**src/rtl/uart_core_param.sv**
```systemverilog
`default_nettype none
// ============================================================================
// Module      : uart_core_param
// Description : Single-clock UART with TX and RX datapaths, oversampled RX
//               and clock-enable baud ticks. Optional parity via UART_PARITY_EN.
// Revision    : 1.0 - initial release
// ============================================================================
module uart_core_param #(
    parameter int WORD_LENGTH = 8,
    parameter int FREQUENCY   = 50000000,
    parameter int BAUDRATE    = 9600,
    parameter int OVERSAMPLE  = 16,
    parameter int STOP_BITS   = 1,
    parameter int PARITY_ODD  = 0
) (
    input  logic                   clk,
    input  logic                   rst,
    input  logic [WORD_LENGTH-1:0] tx_data,
    input  logic                   tx_valid,
    output logic                   tx_ready,
    output logic                   tx_out,
    input  logic                   rx_in,
    output logic [WORD_LENGTH-1:0] rx_data,
    output logic                   rx_valid,
    output logic                   frame_err,
    output logic                   parity_err
);

    localparam int c_DIV_RAW = FREQUENCY / (BAUDRATE * OVERSAMPLE);
    localparam int c_DIV     = (c_DIV_RAW < 1) ? 1 : c_DIV_RAW;
    localparam int c_DIV_W   = (c_DIV > 1) ? $clog2(c_DIV) : 1;
    localparam int c_OS_W    = $clog2(OVERSAMPLE);
    localparam int c_BIT_W   = $clog2(WORD_LENGTH + 1);

    localparam logic [c_DIV_W-1:0] c_DIV_LAST  = c_DIV_W'(c_DIV - 1);
    localparam logic [c_OS_W-1:0]  c_OS_LAST   = c_OS_W'(OVERSAMPLE - 1);
    localparam logic [c_OS_W-1:0]  c_OS_MID    = c_OS_W'(OVERSAMPLE / 2 - 1);
    localparam logic [c_BIT_W-1:0] c_WORD_LAST = c_BIT_W'(WORD_LENGTH - 1);
    localparam logic [c_BIT_W-1:0] c_STOP_LAST = c_BIT_W'(STOP_BITS - 1);

    localparam logic [2:0] c_TX_IDLE   = 3'd0;
    localparam logic [2:0] c_TX_WAIT   = 3'd1;
    localparam logic [2:0] c_TX_START  = 3'd2;
    localparam logic [2:0] c_TX_DATA   = 3'd3;
    localparam logic [2:0] c_TX_STOP   = 3'd5;

    localparam logic [2:0] c_RX_IDLE   = 3'd0;
    localparam logic [2:0] c_RX_START  = 3'd1;
    localparam logic [2:0] c_RX_DATA   = 3'd2;
    localparam logic [2:0] c_RX_STOP   = 3'd4;

`ifdef UART_PARITY_EN
    localparam logic [2:0] c_TX_PARITY = 3'd4;
    localparam logic [2:0] c_RX_PARITY = 3'd3;
    localparam logic       c_PAR_ODD   = (PARITY_ODD != 0);
`endif

    // ------------------------------------------------------------------------
    // Oversample tick generator shared by TX and RX
    // ------------------------------------------------------------------------
    logic [c_DIV_W-1:0] r_div_cnt;
    logic               w_os_tick;

    assign w_os_tick = (r_div_cnt == c_DIV_LAST);

    always_ff @(posedge clk or negedge rst) begin
        if (!rst) begin
            r_div_cnt <= '0;
        end else if (w_os_tick) begin
            r_div_cnt <= '0;
        end else begin
            r_div_cnt <= r_div_cnt + 1'b1;
        end
    end

    // ------------------------------------------------------------------------
    // Transmitter
    // ------------------------------------------------------------------------
    logic [2:0]             r_tx_state;
    logic                   r_tx_ready;
    logic                   r_tx_out;
    logic [WORD_LENGTH-1:0] r_tx_shift;
    logic [c_OS_W-1:0]      r_tx_os_cnt;
    logic [c_BIT_W-1:0]     r_tx_bit_cnt;
    logic                   w_tx_bit_end;
`ifdef UART_PARITY_EN
    logic                   r_tx_par;
`endif

    assign tx_ready     = r_tx_ready;
    assign tx_out       = r_tx_out;
    assign w_tx_bit_end = w_os_tick && (r_tx_os_cnt == c_OS_LAST);

    always_ff @(posedge clk or negedge rst) begin
        if (!rst) begin
            r_tx_state   <= c_TX_IDLE;
            r_tx_ready   <= 1'b1;
            r_tx_out     <= 1'b1;
            r_tx_shift   <= '0;
            r_tx_os_cnt  <= '0;
            r_tx_bit_cnt <= '0;
`ifdef UART_PARITY_EN
            r_tx_par     <= 1'b0;
`endif
        end else begin
            case (r_tx_state)
                c_TX_IDLE: begin
                    r_tx_out <= 1'b1;
                    if (tx_valid && r_tx_ready) begin
                        r_tx_shift  <= tx_data;
                        r_tx_ready  <= 1'b0;
                        r_tx_os_cnt <= '0;
`ifdef UART_PARITY_EN
                        r_tx_par    <= (^tx_data) ^ c_PAR_ODD;
`endif
                        // Start bit begins on the next tick boundary
                        if (w_os_tick) begin
                            r_tx_out   <= 1'b0;
                            r_tx_state <= c_TX_START;
                        end else begin
                            r_tx_state <= c_TX_WAIT;
                        end
                    end
                end
                c_TX_WAIT: begin
                    if (w_os_tick) begin
                        r_tx_out   <= 1'b0;
                        r_tx_state <= c_TX_START;
                    end
                end
                default: begin
                    if (w_os_tick) begin
                        r_tx_os_cnt <= w_tx_bit_end ? '0 : r_tx_os_cnt + 1'b1;
                    end
                    if (w_tx_bit_end) begin
                        case (r_tx_state)
                            c_TX_START: begin
                                r_tx_out     <= r_tx_shift[0];
                                r_tx_shift   <= r_tx_shift >> 1;
                                r_tx_bit_cnt <= '0;
                                r_tx_state   <= c_TX_DATA;
                            end
                            c_TX_DATA: begin
                                if (r_tx_bit_cnt == c_WORD_LAST) begin
                                    r_tx_bit_cnt <= '0;
`ifdef UART_PARITY_EN
                                    r_tx_out     <= r_tx_par;
                                    r_tx_state   <= c_TX_PARITY;
`else
                                    r_tx_out     <= 1'b1;
                                    r_tx_state   <= c_TX_STOP;
`endif
                                end else begin
                                    r_tx_out     <= r_tx_shift[0];
                                    r_tx_shift   <= r_tx_shift >> 1;
                                    r_tx_bit_cnt <= r_tx_bit_cnt + 1'b1;
                                end
                            end
`ifdef UART_PARITY_EN
                            c_TX_PARITY: begin
                                r_tx_out   <= 1'b1;
                                r_tx_state <= c_TX_STOP;
                            end
`endif
                            c_TX_STOP: begin
                                if (r_tx_bit_cnt == c_STOP_LAST) begin
                                    r_tx_ready <= 1'b1;
                                    r_tx_state <= c_TX_IDLE;
                                end else begin
                                    r_tx_bit_cnt <= r_tx_bit_cnt + 1'b1;
                                end
                            end
                            default: begin
                                r_tx_out   <= 1'b1;
                                r_tx_ready <= 1'b1;
                                r_tx_state <= c_TX_IDLE;
                            end
                        endcase
                    end
                end
            endcase
        end
    end

    // ------------------------------------------------------------------------
    // Receiver
    // ------------------------------------------------------------------------
    logic [1:0]             r_rx_sync;
    logic                   r_rx_prev;
    logic [2:0]             r_rx_state;
    logic [c_OS_W-1:0]      r_rx_os_cnt;
    logic [c_BIT_W-1:0]     r_rx_bit_cnt;
    logic [WORD_LENGTH-1:0] r_rx_shift;
    logic [WORD_LENGTH-1:0] r_rx_data;
    logic                   r_rx_valid;
    logic                   r_frame_err;
    logic                   w_rx_line;
    logic                   w_rx_cnt_hit;
    logic                   w_rx_sample;
`ifdef UART_PARITY_EN
    logic                   r_rx_par;
    logic                   r_rx_perr;
    logic                   r_parity_err;
`else
    logic                   w_unused_parity_odd;
    assign w_unused_parity_odd = (PARITY_ODD != 0);
`endif

    assign w_rx_line    = r_rx_sync[1];
    // Start bit is checked at half a bit, every later bit a full bit after that
    assign w_rx_cnt_hit = (r_rx_state == c_RX_START) ? (r_rx_os_cnt == c_OS_MID)
                                                     : (r_rx_os_cnt == c_OS_LAST);
    assign w_rx_sample  = w_os_tick && w_rx_cnt_hit;

    assign rx_data   = r_rx_data;
    assign rx_valid  = r_rx_valid;
    assign frame_err = r_frame_err;
`ifdef UART_PARITY_EN
    assign parity_err = r_parity_err;
`else
    assign parity_err = 1'b0;
`endif

    always_ff @(posedge clk or negedge rst) begin
        if (!rst) begin
            r_rx_sync    <= 2'b11;
            r_rx_prev    <= 1'b1;
            r_rx_state   <= c_RX_IDLE;
            r_rx_os_cnt  <= '0;
            r_rx_bit_cnt <= '0;
            r_rx_shift   <= '0;
            r_rx_data    <= '0;
            r_rx_valid   <= 1'b0;
            r_frame_err  <= 1'b0;
`ifdef UART_PARITY_EN
            r_rx_par     <= 1'b0;
            r_rx_perr    <= 1'b0;
            r_parity_err <= 1'b0;
`endif
        end else begin
            r_rx_sync   <= {r_rx_sync[0], rx_in};
            r_rx_prev   <= w_rx_line;
            r_rx_valid  <= 1'b0;
            r_frame_err <= 1'b0;
`ifdef UART_PARITY_EN
            r_parity_err <= 1'b0;
`endif
            if (r_rx_state == c_RX_IDLE) begin
                r_rx_os_cnt <= '0;
            end else if (w_os_tick) begin
                r_rx_os_cnt <= w_rx_cnt_hit ? '0 : r_rx_os_cnt + 1'b1;
            end

            case (r_rx_state)
                c_RX_IDLE: begin
                    // Edge-triggered so a held-low line cannot restart a frame
                    if (r_rx_prev && !w_rx_line) begin
                        r_rx_state <= c_RX_START;
                    end
                end
                c_RX_START: begin
                    if (w_rx_sample) begin
                        r_rx_bit_cnt <= '0;
`ifdef UART_PARITY_EN
                        r_rx_par     <= 1'b0;
`endif
                        r_rx_state   <= w_rx_line ? c_RX_IDLE : c_RX_DATA;
                    end
                end
                c_RX_DATA: begin
                    if (w_rx_sample) begin
                        r_rx_shift <= {w_rx_line, r_rx_shift[WORD_LENGTH-1:1]};
`ifdef UART_PARITY_EN
                        r_rx_par   <= r_rx_par ^ w_rx_line;
`endif
                        if (r_rx_bit_cnt == c_WORD_LAST) begin
`ifdef UART_PARITY_EN
                            r_rx_state <= c_RX_PARITY;
`else
                            r_rx_state <= c_RX_STOP;
`endif
                        end else begin
                            r_rx_bit_cnt <= r_rx_bit_cnt + 1'b1;
                        end
                    end
                end
`ifdef UART_PARITY_EN
                c_RX_PARITY: begin
                    if (w_rx_sample) begin
                        r_rx_perr  <= w_rx_line ^ r_rx_par ^ c_PAR_ODD;
                        r_rx_state <= c_RX_STOP;
                    end
                end
`endif
                c_RX_STOP: begin
                    if (w_rx_sample) begin
                        r_rx_data    <= r_rx_shift;
                        r_rx_valid   <= 1'b1;
                        r_frame_err  <= ~w_rx_line;
`ifdef UART_PARITY_EN
                        r_parity_err <= r_rx_perr;
`endif
                        r_rx_state   <= c_RX_IDLE;
                    end
                end
                default: begin
                    r_rx_state <= c_RX_IDLE;
                end
            endcase
        end
    end

endmodule
`default_nettype wire
```
**config.mk**
```make
export PLATFORM = sky130hd
export DESIGN_NAME = uart_core_param
export DESIGN_NICKNAME = d
export VERILOG_FILES = /design/src/rtl/uart_core_param.sv
export SDC_FILE = /design/constraint.sdc
export NUM_CORES = 1
export LEC_CHECK = 0
export CELL_PAD_IN_SITES_DETAIL_PLACEMENT = 0
export CELL_PAD_IN_SITES_GLOBAL_PLACEMENT = 1
export CORE_ASPECT_RATIO = 0.8
export CORE_MARGIN = 2
export CORE_UTILIZATION = 46
export DETAILED_ROUTE_END_ITERATION = 6
export PLACE_DENSITY = 0.82
export SLEW_MARGIN = 20
export SYNTH_ARGS = -nofsm -noshare
export SYNTH_HDL_FRONTEND = slang
export SYNTH_SLANG_ARGS = --single-unit
export TNS_END_PERCENT = 1
```
**constraint.sdc**
```tcl
create_clock -name clk -period 2.4 [get_ports clk]
set_input_delay 0.48 -clock clk [delete_from_list [all_inputs] [get_ports clk]]
set_output_delay 0.48 -clock clk [all_outputs]
set_load 0.01 [all_outputs]
```
# [Word-level counts from Yosys, hierarchy flattened]
# Cells that the tools add are included.
[word_totals] ff_bits=62 input_bits=12 out_inout_bits=13 wordCells=131
[classes] add_sub_neg=5 eq_ne=28 mux=52 n_bitwise=3 reduce_logical=27
[op_table] op="2-to-1 mux 4 bit" count=11
[op_table] op="one-hot mux 8 bit (2 select lines)" count=2
[op_table] op="2-to-1 mux 3 bit" count=10
[op_table] op="2-to-1 mux 8 bit" count=3
[op_table] op="AND reduction 5 bit" count=4
[op_table] op="adder 4 x 1 -> 4 bit, second input constant" count=4
[op_table] op="!= test 2 bit, second input constant" count=8
[op_table] op="one-hot mux 4 bit (2 select lines)" count=2
[op_table] op="2-to-1 mux 1 bit" count=13
[op_table] op="== test 4 x 3 -> 1 bit, second input constant" count=3
[op_table] op="one-hot mux 3 bit (4 select lines)" count=1
[op_table] op="one-hot mux 4 bit (3 select lines)" count=1
[op_table] op="adder 9 x 1 -> 9 bit, second input constant" count=1
[op_table] op="== test 3 x 2 -> 1 bit, second input constant" count=3
[op_table] op="== test 9 bit, second input constant" count=1
[op_table] op="2-to-1 mux 9 bit" count=1
[op_table] op="one-hot mux 3 bit (3 select lines)" count=1
[op_table] op="nonzero test 3 bit" count=3
[op_table] op="== test 4 bit, second input constant" count=2
[op_table] op="AND reduction 4 bit" count=2
[op_table] op="nonzero test 2 bit" count=4
[op_table] op="== test 3 x 1 -> 1 bit, second input constant" count=2
[op_table] op="== test 3 bit, second input constant" count=2
[op_table] op="zero test 3 bit" count=2
[op_table] op="17 further kinds" count=29

# [Depth between registers and ports, before layout]
# Gate-level depths: netlist of the first run.
[depth] ltp_word=5 depth_mapped=9 ltp_nobuf=6

# [Worst setup path after synthesis of the first run]
# No wires, ideal clock.
[synth_path] kind="register to register" start="register r_div_cnt[0]" end="register r_rx_data[0] (netlist: rx_data[0])" setup_ns=0.125 arrival_ns=1.981 required_ns=2.275 slack_ns=0.295 path_stages_with_launch=8 path_buffers=1 period_less_slack_ns=2.105 path_cell_list="dfrtp_1 -> inv_1 -> ha_1 -> nor4bb_1 -> buf_2 -> nand2_1 -> nor4_4 -> mux2_2"
[synth_via] elab_chain_len=3
[synth_rtl] element="from (decl)" line="61" rtl="logic [c_DIV_W-1:0] r_div_cnt;"
[synth_rtl] element="from (signal assigned)" line="72" rtl="r_div_cnt <= r_div_cnt + 1'b1;"
[synth_rtl] element="== test 9 bit" line="64" rtl="assign w_os_tick = (r_div_cnt == c_DIV_LAST);"
[synth_rtl] element="logical AND 1 bit" line="213" rtl="assign w_rx_sample = w_os_tick && w_rx_cnt_hit;"
[synth_rtl] element="AND reduction 2 bit (no line)"
[synth_rtl] element="to (signal assigned)" line="297" rtl="r_rx_data <= r_rx_shift;"
[synth_rtl] element="to (decl)" line="194" rtl="logic [WORD_LENGTH-1:0] r_rx_data;"
# No other way between the ends.
# A chain may end at the register's enable or synchronous reset.

# [Worst setup path in the final report of the first run]
[layout_path] start="register r_div_cnt[1]" end="register r_tx_state[2]"
[layout_via] elab_chain_len=4 elab_cells_between_ends=5 classes_between="eq/ne: 2; reduce/logical: 3"
[layout_rtl] element="== test 9 bit (*)" line="64"
[layout_rtl] element="logical AND 1 bit" line="92" rtl="assign w_tx_bit_end = w_os_tick && (r_tx_os_cnt == c_OS_LAST);"
[layout_rtl] element="nonzero test 3 bit (no line)"
[layout_rtl] element="AND reduction 5 bit (no line) (*)"
[layout_rtl] element="to (signal assigned)" line="96" rtl="r_tx_state <= c_TX_IDLE;"
[layout_rtl] element="to (signal assigned)" line="119" rtl="r_tx_state <= c_TX_START;"
[layout_rtl] element="to (signal assigned)" line="121" rtl="r_tx_state <= c_TX_WAIT;"
[layout_rtl] element="to (decl)" line="79" rtl="logic [2:0] r_tx_state;"
# Mark *: on every way between the ends. The rest lies on a longest branch, timed or not.

==> flow_metrics.tcl, run 1 <==
set metrics [dict create \
    status "complete, no violations" \
    syn_nets 295 \
    synth_largest_area_cell "dfrtp_1" \
    drc 0 \
    gr-usage-all-layers 0.187 \
    port_buffers 23 \
    grt_pass1_wl_um 10900 \
    grt_max_degree 63 \
    setup_violations 0 \
    synth_cell_types 55 \
    clock-sinks 62 \
    cp_cell_sequence "inv_1 > ha_1 > nor4bb_1 > nand2_1 > buf_4 > o31ai_1 > buf_4 > mux2_2" \
    cts_tree "built" \
    period_minus_slack_ns 2.18 \
    final_cells 404 \
    synth.top_cell.area_share 0.461 \
    grt_pass1_vias 2289 \
    routed_wl_um 6060 \
    fp.dieW_um 95.7 \
    core_um2 6440 \
    wl_per_cell_um 15.0 \
    ios 25 \
    async_flop_share 1.00 \
    final_util 0.576 \
    netlist_area_um2 3100 \
    rsz0062_at_grt "no" \
    synth_seq_cells 62 \
    crit_arrival_ns 2.40 \
    synthTopCellsByArea "dfrtp_1, mux2_2, dfstp_2" \
    worst_pin_slew_ns 0.531 \
    critPathCaptureType "register" \
    fin_crit_sh 0.907 \
    worst-path-max-fanout 5 \
    place_congestion 0.782 \
    drt_iter0_markers 140 \
    syn_area_per_cell_um2 11.2 \
    power_uw 1970 \
    nets 334 \
    firstDrtPassIters 4 \
    cp_common_cell "buf_4" \
    p_leak_uw 0.00166 \
    crit_type "reg -> reg" \
    initial_utilization 0.481 \
    clk_latency_ns 0.34 \
    htreeDepth 3 \
    worst_setup_path_start_kind "register" \
    maxSlewViolCount 0 \
    synthCells 276 \
    drtAntennaViolNets 0 \
    die_area_um2 7410 \
    drv_cap 0 \
    fp-row-count 26 \
    cp_slowest_stage_delay_ns 0.42 \
    drive_gt1_frac 0.250 \
    syn2layout_area_growth_pct 19.9 \
    hpwl_um 4170 \
    vias 2230 \
    setup_tns_ns 0 \
    ir_drop_mv 0.383 \
    slew_headroom 0.636 \
    cts.clk_slew.worst_paths_ns 0.08 \
    skew_ns 0.00841 \
    seq_area_frac_synth 0.503 \
    hold_viol 0 \
    worst_ep_required_time_ns 2.63 \
    placed_cells 387 \
    overflow 0 \
    numCtsBuffers 9 \
    antenna_found_initial 0 \
    min_path_type "in -> async" \
    n_antenna_cell 0 \
    synth_ff_type "dfrtp_1" \
    die-height_um 77.4 \
    max_freq_ghz 0.460 \
    power_density_nw_per_um2 531 \
    crit_slowest_cell "dfrtp_1" \
    synth-edff-count 0 \
    root_buffer "clkbuf_8" \
    synth_warnings 0 \
    routed_via_density 5.52 \
    clockBufferDepth 2 \
]
## cell usage after synthesis, types with 6 or more instances
| master | number |
|---|---|
| a21oi_1 | 9 |
| mux2i_1 | 6 |
| mux2_2 | 32 |
| dfrtp_1 | 57 |
| nor2_1 | 12 |
| and3_1 | 6 |
| clkbuf_1 | 6 |
| nand2_1 | 18 |
| inv_1 | 10 |
| o21ai_0 | 9 |
| ha_1 | 7 |
| nand3_1 | 14 |
| nand2b_1 | 6 |
## routing by layer
metal	part of all wire	global-route usage	routed length, um
met4	0.010	0.0557	61
met5	0	0	0
met3	0.039	0.0553	239
met2	0.44	0.272	2680
met1	0.51	0.270	3080
## cells in the final DEF, fill, tap and decap left out, types with 2 or more instances in the layout
cell type | Yosys | final
nand3_1 | 14 | 13
nand4_1 | 4 | 4
clkinv_4 | 0 | 4
nor2b_1 | 4 | 4
clkdlybuf4s50_1 | 0 | 22
xor2_1 | 5 | 5
or2_2 | 3 | 3
dfstp_2 | 5 | 5
nor3b_1 | 3 | 3
nor2_1 | 12 | 12
and2_1 | 5 | 5
a21o_1 | 2 | 2
mux2i_1 | 6 | 6
o211ai_1 | 3 | 3
clkbuf_8 | 0 | 10
o41ai_1 | 3 | 3
buf_4 | 2 | 15
a32oi_1 | 2 | 2
ha_1 | 7 | 7
buf_12 | 0 | 2
a41oi_1 | 2 | 2
o21ai_0 | 9 | 9
xnor2_1 | 4 | 4
nor3_1 | 2 | 2
mux2_2 | 32 | 32
dfrtp_1 | 57 | 57
nor3_2 | 2 | 2
inv_1 | 10 | 10
o22ai_1 | 3 | 3
a2bb2oi_1 | 2 | 2
nand2b_1 | 6 | 6
nand2_1 | 18 | 18
o31ai_1 | 2 | 2
a21oi_1 | 9 | 9
nand3b_1 | 3 | 3
and3_1 | 6 | 6
## through the flow
stage          hold slack (ns)  area, um^2  worst slack (ns)
6_report                 0.123        3710             0.224
2_1_floorplan            0.184        3100             0.295
3_5_place_dp             0.353        3500            0.0712
5_1_grt                  0.181        3710            0.0689
3_3_place_gp             0.350        3500             0.123
4_1_cts                  0.153        3690            0.0813
## power by group
part	internal [uW]	switching, uW	total, uW
registers	1050	3.17	1050
clock network	407	429	836
logic	36.6	44.4	81.0
## worst max-delay path, delay by kind of cell, from the launching register on
family / cells / cell delay (ns)
multiplexers: 1 / 0.32
buffers and inverters: 3 / 0.44
AND/OR/NAND/NOR: 2 / 0.51
adder cells (fa/ha/maj): 1 / 0.12
flip-flops: 1 / 0.42
AO/OA/AOI/OAI: 1 / 0.24
## kinds of logic after synthesis
kind of cell | after synthesis | synth area share
fa+ha+maj | 7 | 0.0283
flops | 62 | 0.503
simple gates | 90 | 0.170
mux | 38 | 0.136
buf+inv | 22 | 0.0303
xor+xnor | 9 | 0.0255
other cells | 1 | 0.00121
compound gates | 47 | 0.106
## path summary, 6_finish.rpt
| kind | startpoint | slack, ns | cells after the start | endpoint |
|---|---|---|---|---|
| min reg2reg | r_rx_sync[0] | 0.36 | 0 | r_rx_sync[1] |
| min in group clk | r_rx_sync[0] | 0.36 | 0 | r_rx_sync[1] |
| max reg2reg | r_div_cnt[1] | 0.22 | 8 | r_tx_state[2] |
| max | r_div_cnt[1] | 0.22 | 8 | r_tx_state[2] |
| min | rst | 0.12 | 2 | r_rx_os_cnt[1] |
| max in group asynchronous | rst | 1.94 | 2 | r_rx_sync[0] |
## layout make-up
type	count	area [um^2]
clock buffers	10	138
clock inverters	6	47.5
fillers	564	2730
inverters	10	37.5
multi-input cells	192	1450
flip-flops and latches	62	1560
well taps	84	105
repair buffers	40	378
## sequential cells by signal (all words and copies together) (netlist names), 2 cells and up
register,count
r_rx_shift,8
r_rx_sync,2
r_div_cnt,9
r_tx_shift,8
r_tx_os_cnt,4
r_rx_bit_cnt,4
rx_data,8
r_rx_state,3
r_tx_state,3
r_tx_bit_cnt,4
r_rx_os_cnt,4
## repair_timing
action | 4_1_cts | 5_1_grt
hold endpoints to repair | 0 | 0
hold buffers | 0 | 0
setup buffers | 0 | 1
gates resized for setup | 0 | 1
setup endpoints to repair | 0 | 16
(Power assumes the default switching activity.)
==> inputs of run 2 (changes only) <==
CELL_PAD_IN_SITES_DETAIL_PLACEMENT = not set   (was 0)
CELL_PAD_IN_SITES_GLOBAL_PLACEMENT = not set   (was 1)
CORE_UTILIZATION = 58   (was 46)
PLACE_DENSITY = 0.91   (was 0.82)
==> run 2 against run 1 <==
Sequential cell count is the same. Die area down 20%. Combinational power decreased by 13%. Total power increased by 4.9%. Global-route usage is 6.6 points higher. First-iteration DRC count is 51% higher. Design area is 1.5% lower. Final cell count decreased by 6.7%. Core utilization up 15 points. Hold slack improved by 0.025 ns. Via count rose by 4.4%. Critical endpoint is now rx_data[2]. Highest routed layer unchanged.
==> flow_metrics.tcl, run 2 (synthesis results as in run 1) <==
set metrics [dict create \
    hold_buffers 0 \
    setup_tns_ns 0 \
    critPathCaptureType "register" \
    routed_wl_um 6790 \
    worst_ep_required_time_ns 2.62 \
    fp.dieW_um 85.7 \
    crit_type "reg -> reg" \
    core_um2 5060 \
    cp-endpoint "rx_data[2]" \
    regMostFlops "r_div_cnt" \
    firstDrtPassIters 4 \
    crit_arrival_ns 2.35 \
    root_buffer "clkbuf_8" \
    r2r_setup_slack_ns 0.27 \
    overflow 0 \
    r2r_cells 4 \
    port_buffers 23 \
    p_leak_uw 0.00164 \
    pre_cts_ws_ns 0.101 \
    n_antenna_cell 0 \
    max_freq_ghz 0.470 \
    top_usage_layer "met2" \
    final_cell_mix "dfrtp_1, mux2_2, clkdlybuf4s50_1, nand2_1, nand3_1" \
    fin_crit_sh 0.887 \
    rsz0062_at_grt "no" \
    placed_cells 361 \
    met3_usage 0.0774 \
    clk_latency_ns 0.34 \
    setup_ws_ns 0.270 \
    drtAntennaViolNets 0 \
    clock-sinks 62 \
    ios 25 \
    place_congestion 0.858 \
    power_density_nw_per_um2 566 \
    gr-usage-met1 0.346 \
    drt_iter0_markers 212 \
    skew_ns 0.00967 \
    drv_cap 0 \
    grt_pass1_wl_um 11900 \
    final_cells 377 \
    reg2reg_from "r_rx_state[0]" \
    slew_headroom 0.544 \
    numCtsBuffers 9 \
    setup_violations 0 \
    timing.critical_path.from "r_rx_state[0]" \
    nets 329 \
    maxSlewViolCount 0 \
    antenna_found_initial 0 \
    drive_gt1_frac 0.235 \
    fp-row-count 23 \
    grt_max_degree 39 \
    power_uw 2070 \
    clockBufferDepth 2 \
    cts_tree "built" \
    routed_via_density 6.18 \
    grt_pass1_vias 2525 \
    gr-usage-all-layers 0.253 \
    fillers 330 \
    initial_utilization 0.611 \
    period_minus_slack_ns 2.13 \
    ir_drop_mv 0.545 \
    layout_commonest_cell "dfrtp_1" \
    die-height_um 69.3 \
    worst_pin_slew_ns 0.678 \
    hpwl_um 4400 \
    met2_usage 0.384 \
    hold_viol 0 \
    min_path_type "in -> async" \
    wl_per_cell_um 18.0 \
    htreeDepth 3 \
    die_area_um2 5940 \
    cts.clk_slew.worst_paths_ns 0.07 \
    largest_register_ff_count 9 \
    status "complete, no violations" \
    worst_setup_path_start_kind "register" \
    drc 0 \
    worst-path-max-fanout 10 \
    vias 2328 \
    r2r-end "rx_data[2]" \
    syn2layout_area_growth_pct 18.1 \
]
-- run 2: cell count changes in the layout (fill, tap and decap cells not counted), sizes merged --
cell    change
buf         -5
clkinv      -4
clkbuf      +3
bufinv      +1
-- run 2: timing repair --
action / 4_1_cts / 5_1_grt
setup buffers: 0 / 0
gates resized for setup: 0 / 2
setup endpoints to repair: 0 / 17
-- run 2: how the worst min path moves through the flow --
stage            startpoint             end  slack, ns  cells after the start
2_1_floorplan           rst       frame_err       0.18                      0
3_3_place_gp   r_rx_sync[0]    r_rx_sync[1]       0.35                      0
3_5_place_dp   r_rx_sync[0]    r_rx_sync[1]       0.35                      0
4_1_cts                 rst  r_rx_os_cnt[3]       0.16                      1
5_1_grt                 rst   r_rx_state[1]       0.18                      1
6_report                rst   r_rx_state[1]       0.15                      1
-- run 2: worst max-delay path, cell delays in order (launching register included) --
cell and delay, ns:
dfrtp_1 0.50, nor3b_4 0.29, mux2i_1 0.18, nor4_4 0.61, mux2_2 0.42
-- run 2: metal layers --
metal,vias up,part of all wire
li1,1069,-
met1,1182,0.46
met2,63,0.48
met3,14,0.043
met4,0,0.016
met5,-,0
-- run 2: per-stage QoR --
stage	hold WS, ns	util	area (um^2)
after floorplan	0.184	-	3100
after global placement	0.347	0.680	3440
after detailed placement	0.348	0.680	3440
after CTS	0.163	0.720	3650
after global routing	0.178	0.722	3660
final	0.148	0.722	3660
-- run 2: layout make-up --
| type | count | area (um^2) | area share |
|---|---|---|---|
| well taps | 62 | 77.6 | 0.0212 |
| flip-flops and latches | 62 | 1560 | 0.426 |
| inverters | 10 | 37.5 | 0.0103 |
| clock inverters | 3 | 42.5 | 0.0116 |
| multi-input cells | 192 | 1460 | 0.398 |
| clock buffers | 13 | 159 | 0.0434 |
| repair buffers | 35 | 328 | 0.0896 |
-- run 2: power breakdown --
part	switching [uW]	internal, uW
combinational	38.3	32.5
clock	401	535
sequential	8.58	1050
==> inputs of run 3 (changes only) <==
CORE_UTILIZATION = 40   (was 58)
PLACE_DENSITY = 0.69   (was 0.91)
==> run 3 against run 2 <==
Core utilization is 21 points lower. Clock power increased by 23%. Sequential power barely moved. Sequential share of layout area down 1.6 points. Clock-buffer cell count did not move. Routed wire length fell by 14%. Hold slack got worse by 0.00080 ns. Largest power group is now the clock network. First-iteration DRC count down 20%. Combinational power grew 8.1%. Via count fell by 4.3%. Critical endpoint is now r_tx_state[2].
==> flow_metrics.tcl, run 3 (synthesis results as in run 1) <==
set metrics [dict create \
    status "complete, no violations" \
    grt_pass1_wl_um 10400 \
    crit_family "compound AO/OA/AOI/OAI gates" \
    cts.clk_slew.worst_paths_ns 0.08 \
    crit_type "reg -> reg" \
    final_cell_mix "dfrtp_1, mux2_2, clkdlybuf4s50_1, nand2_1, buf_4" \
    place_congestion 0.791 \
    ios 25 \
    drive_gt1_frac 0.241 \
    place_area_um2 3530 \
    worst_ep_required_time_ns 2.62 \
    critPathBufInv 1 \
    regMostFlops "r_div_cnt" \
    hold_viol 0 \
    p_leak_uw 0.00169 \
    overflow 0 \
    post_cts_buffers 1 \
    largest_register_ff_count 9 \
    hpwl_um 4140 \
    numCtsBuffers 9 \
    die_area_um2 8460 \
    critPathCaptureType "register" \
    clock-sinks 62 \
    final_cells 425 \
    cp_slowest_stage_delay_ns 0.57 \
    antenna_found_initial 0 \
    drc 0 \
    cts_tree "built" \
    fp.dieW_um 102 \
    maxSlewViolCount 0 \
    clk_latency_ns 0.34 \
    rsz0062_at_grt "no" \
    n_antenna_cell 0 \
    routed_wl_um 5830 \
    wl_per_cell_um 13.7 \
    skew_ns 0.0143 \
    fin_crit_sh 0.939 \
    slew_headroom 0.601 \
    htreeDepth 3 \
    routed_via_density 5.24 \
    core_um2 7460 \
    nets 334 \
    clockBufferDepth 2 \
    worst_setup_path_start_kind "register" \
    firstDrtPassIters 4 \
    setup_violations 0 \
    drt_iter0_markers 169 \
    placed_cells 408 \
    fin_area_um2 3800 \
    initial_utilization 0.415 \
    drv_cap 0 \
    ir_drop_mv 0.412 \
    vias 2227 \
    crit_arrival_ns 2.47 \
    die-height_um 82.7 \
    worst-path-max-fanout 6 \
    power_density_nw_per_um2 600 \
    drtAntennaViolNets 0 \
    final_util 0.509 \
    setup_tns_ns 0 \
    hold_buffers 0 \
    period_minus_slack_ns 2.25 \
    grt_max_degree 28 \
    cp_cell_sequence "inv_1 > ha_1 > nor4bb_1 > nand2_1 > o31ai_1 > mux2_2" \
    layout_commonest_cell "dfrtp_1" \
    max_freq_ghz 0.444 \
    worst_pin_slew_ns 0.599 \
    min_path_type "in -> async" \
    gr-usage-all-layers 0.159 \
    ctsResizeCount 0 \
    port_buffers 23 \
    grt_pass1_vias 2083 \
    crit_slowest_cell "o31ai_1" \
    syn2layout_area_growth_pct 22.7 \
    root_buffer "clkbuf_8" \
    fp-row-count 28 \
]
[run 3: layout make-up]
class	count	area (um^2)
clock inverter	3	90.1
fill	665	3660
clock buffer	13	159
inverter	10	37.5
multi-input combinational	192	1440
timing repair buffer	40	378
sequential	62	1560
tap	105	131
[run 3: where the power goes]
part / switching, uW / internal [uW]
clock: 397 / 748
sequential: 2.75 / 1050
combinational: 42.1 / 34.4
[run 3: routing by layer]
| metal | vias up | global-route usage | wire, um |
|---|---|---|---|
| met5 | - | 0 | 0 |
| met4 | 0 | 0.0493 | 62 |
| met3 | 6 | 0.0488 | 266 |
| met2 | 46 | 0.232 | 2580 |
| met1 | 1095 | 0.228 | 2920 |
| li1 | 1080 | - | - |
[run 3: final timing paths]
| kind | from | end | slack [ns] | cells past startpoint |
|---|---|---|---|---|
| max reg2reg | r_div_cnt[1] | r_tx_state[2] | 0.15 | 6 |
| min | rst | r_tx_bit_cnt[3] | 0.15 | 1 |
| max | r_div_cnt[1] | r_tx_state[2] | 0.15 | 6 |
| max in group asynchronous | rst | rx_data[1] | 1.65 | 2 |
| min reg2reg | r_rx_sync[0] | r_rx_sync[1] | 0.36 | 0 |
| min in group clk | r_rx_sync[0] | r_rx_sync[1] | 0.36 | 0 |
[run 3: worst register-to-register path, cell delays in order (launching register included)]
cell and delay [ns]:
dfrtp_1 0.41, inv_1 0.07, ha_1 0.12, nor4bb_1 0.29, nand2_1 0.27, o31ai_1 0.57, mux2_2 0.40
[run 3: stage by stage]
step | total power [uW] | worst slack, ns | hold WS, ns
final | 2280 | 0.146 | 0.147
after CTS | 2310 | 0.154 | 0.158
after detailed placement | 1150 | 0.00388 | 0.348
after global placement | 1150 | 0.0768 | 0.347
after global routing | 2370 | 0.0170 | 0.196
after floorplan | 1100 | 0.295 | 0.184
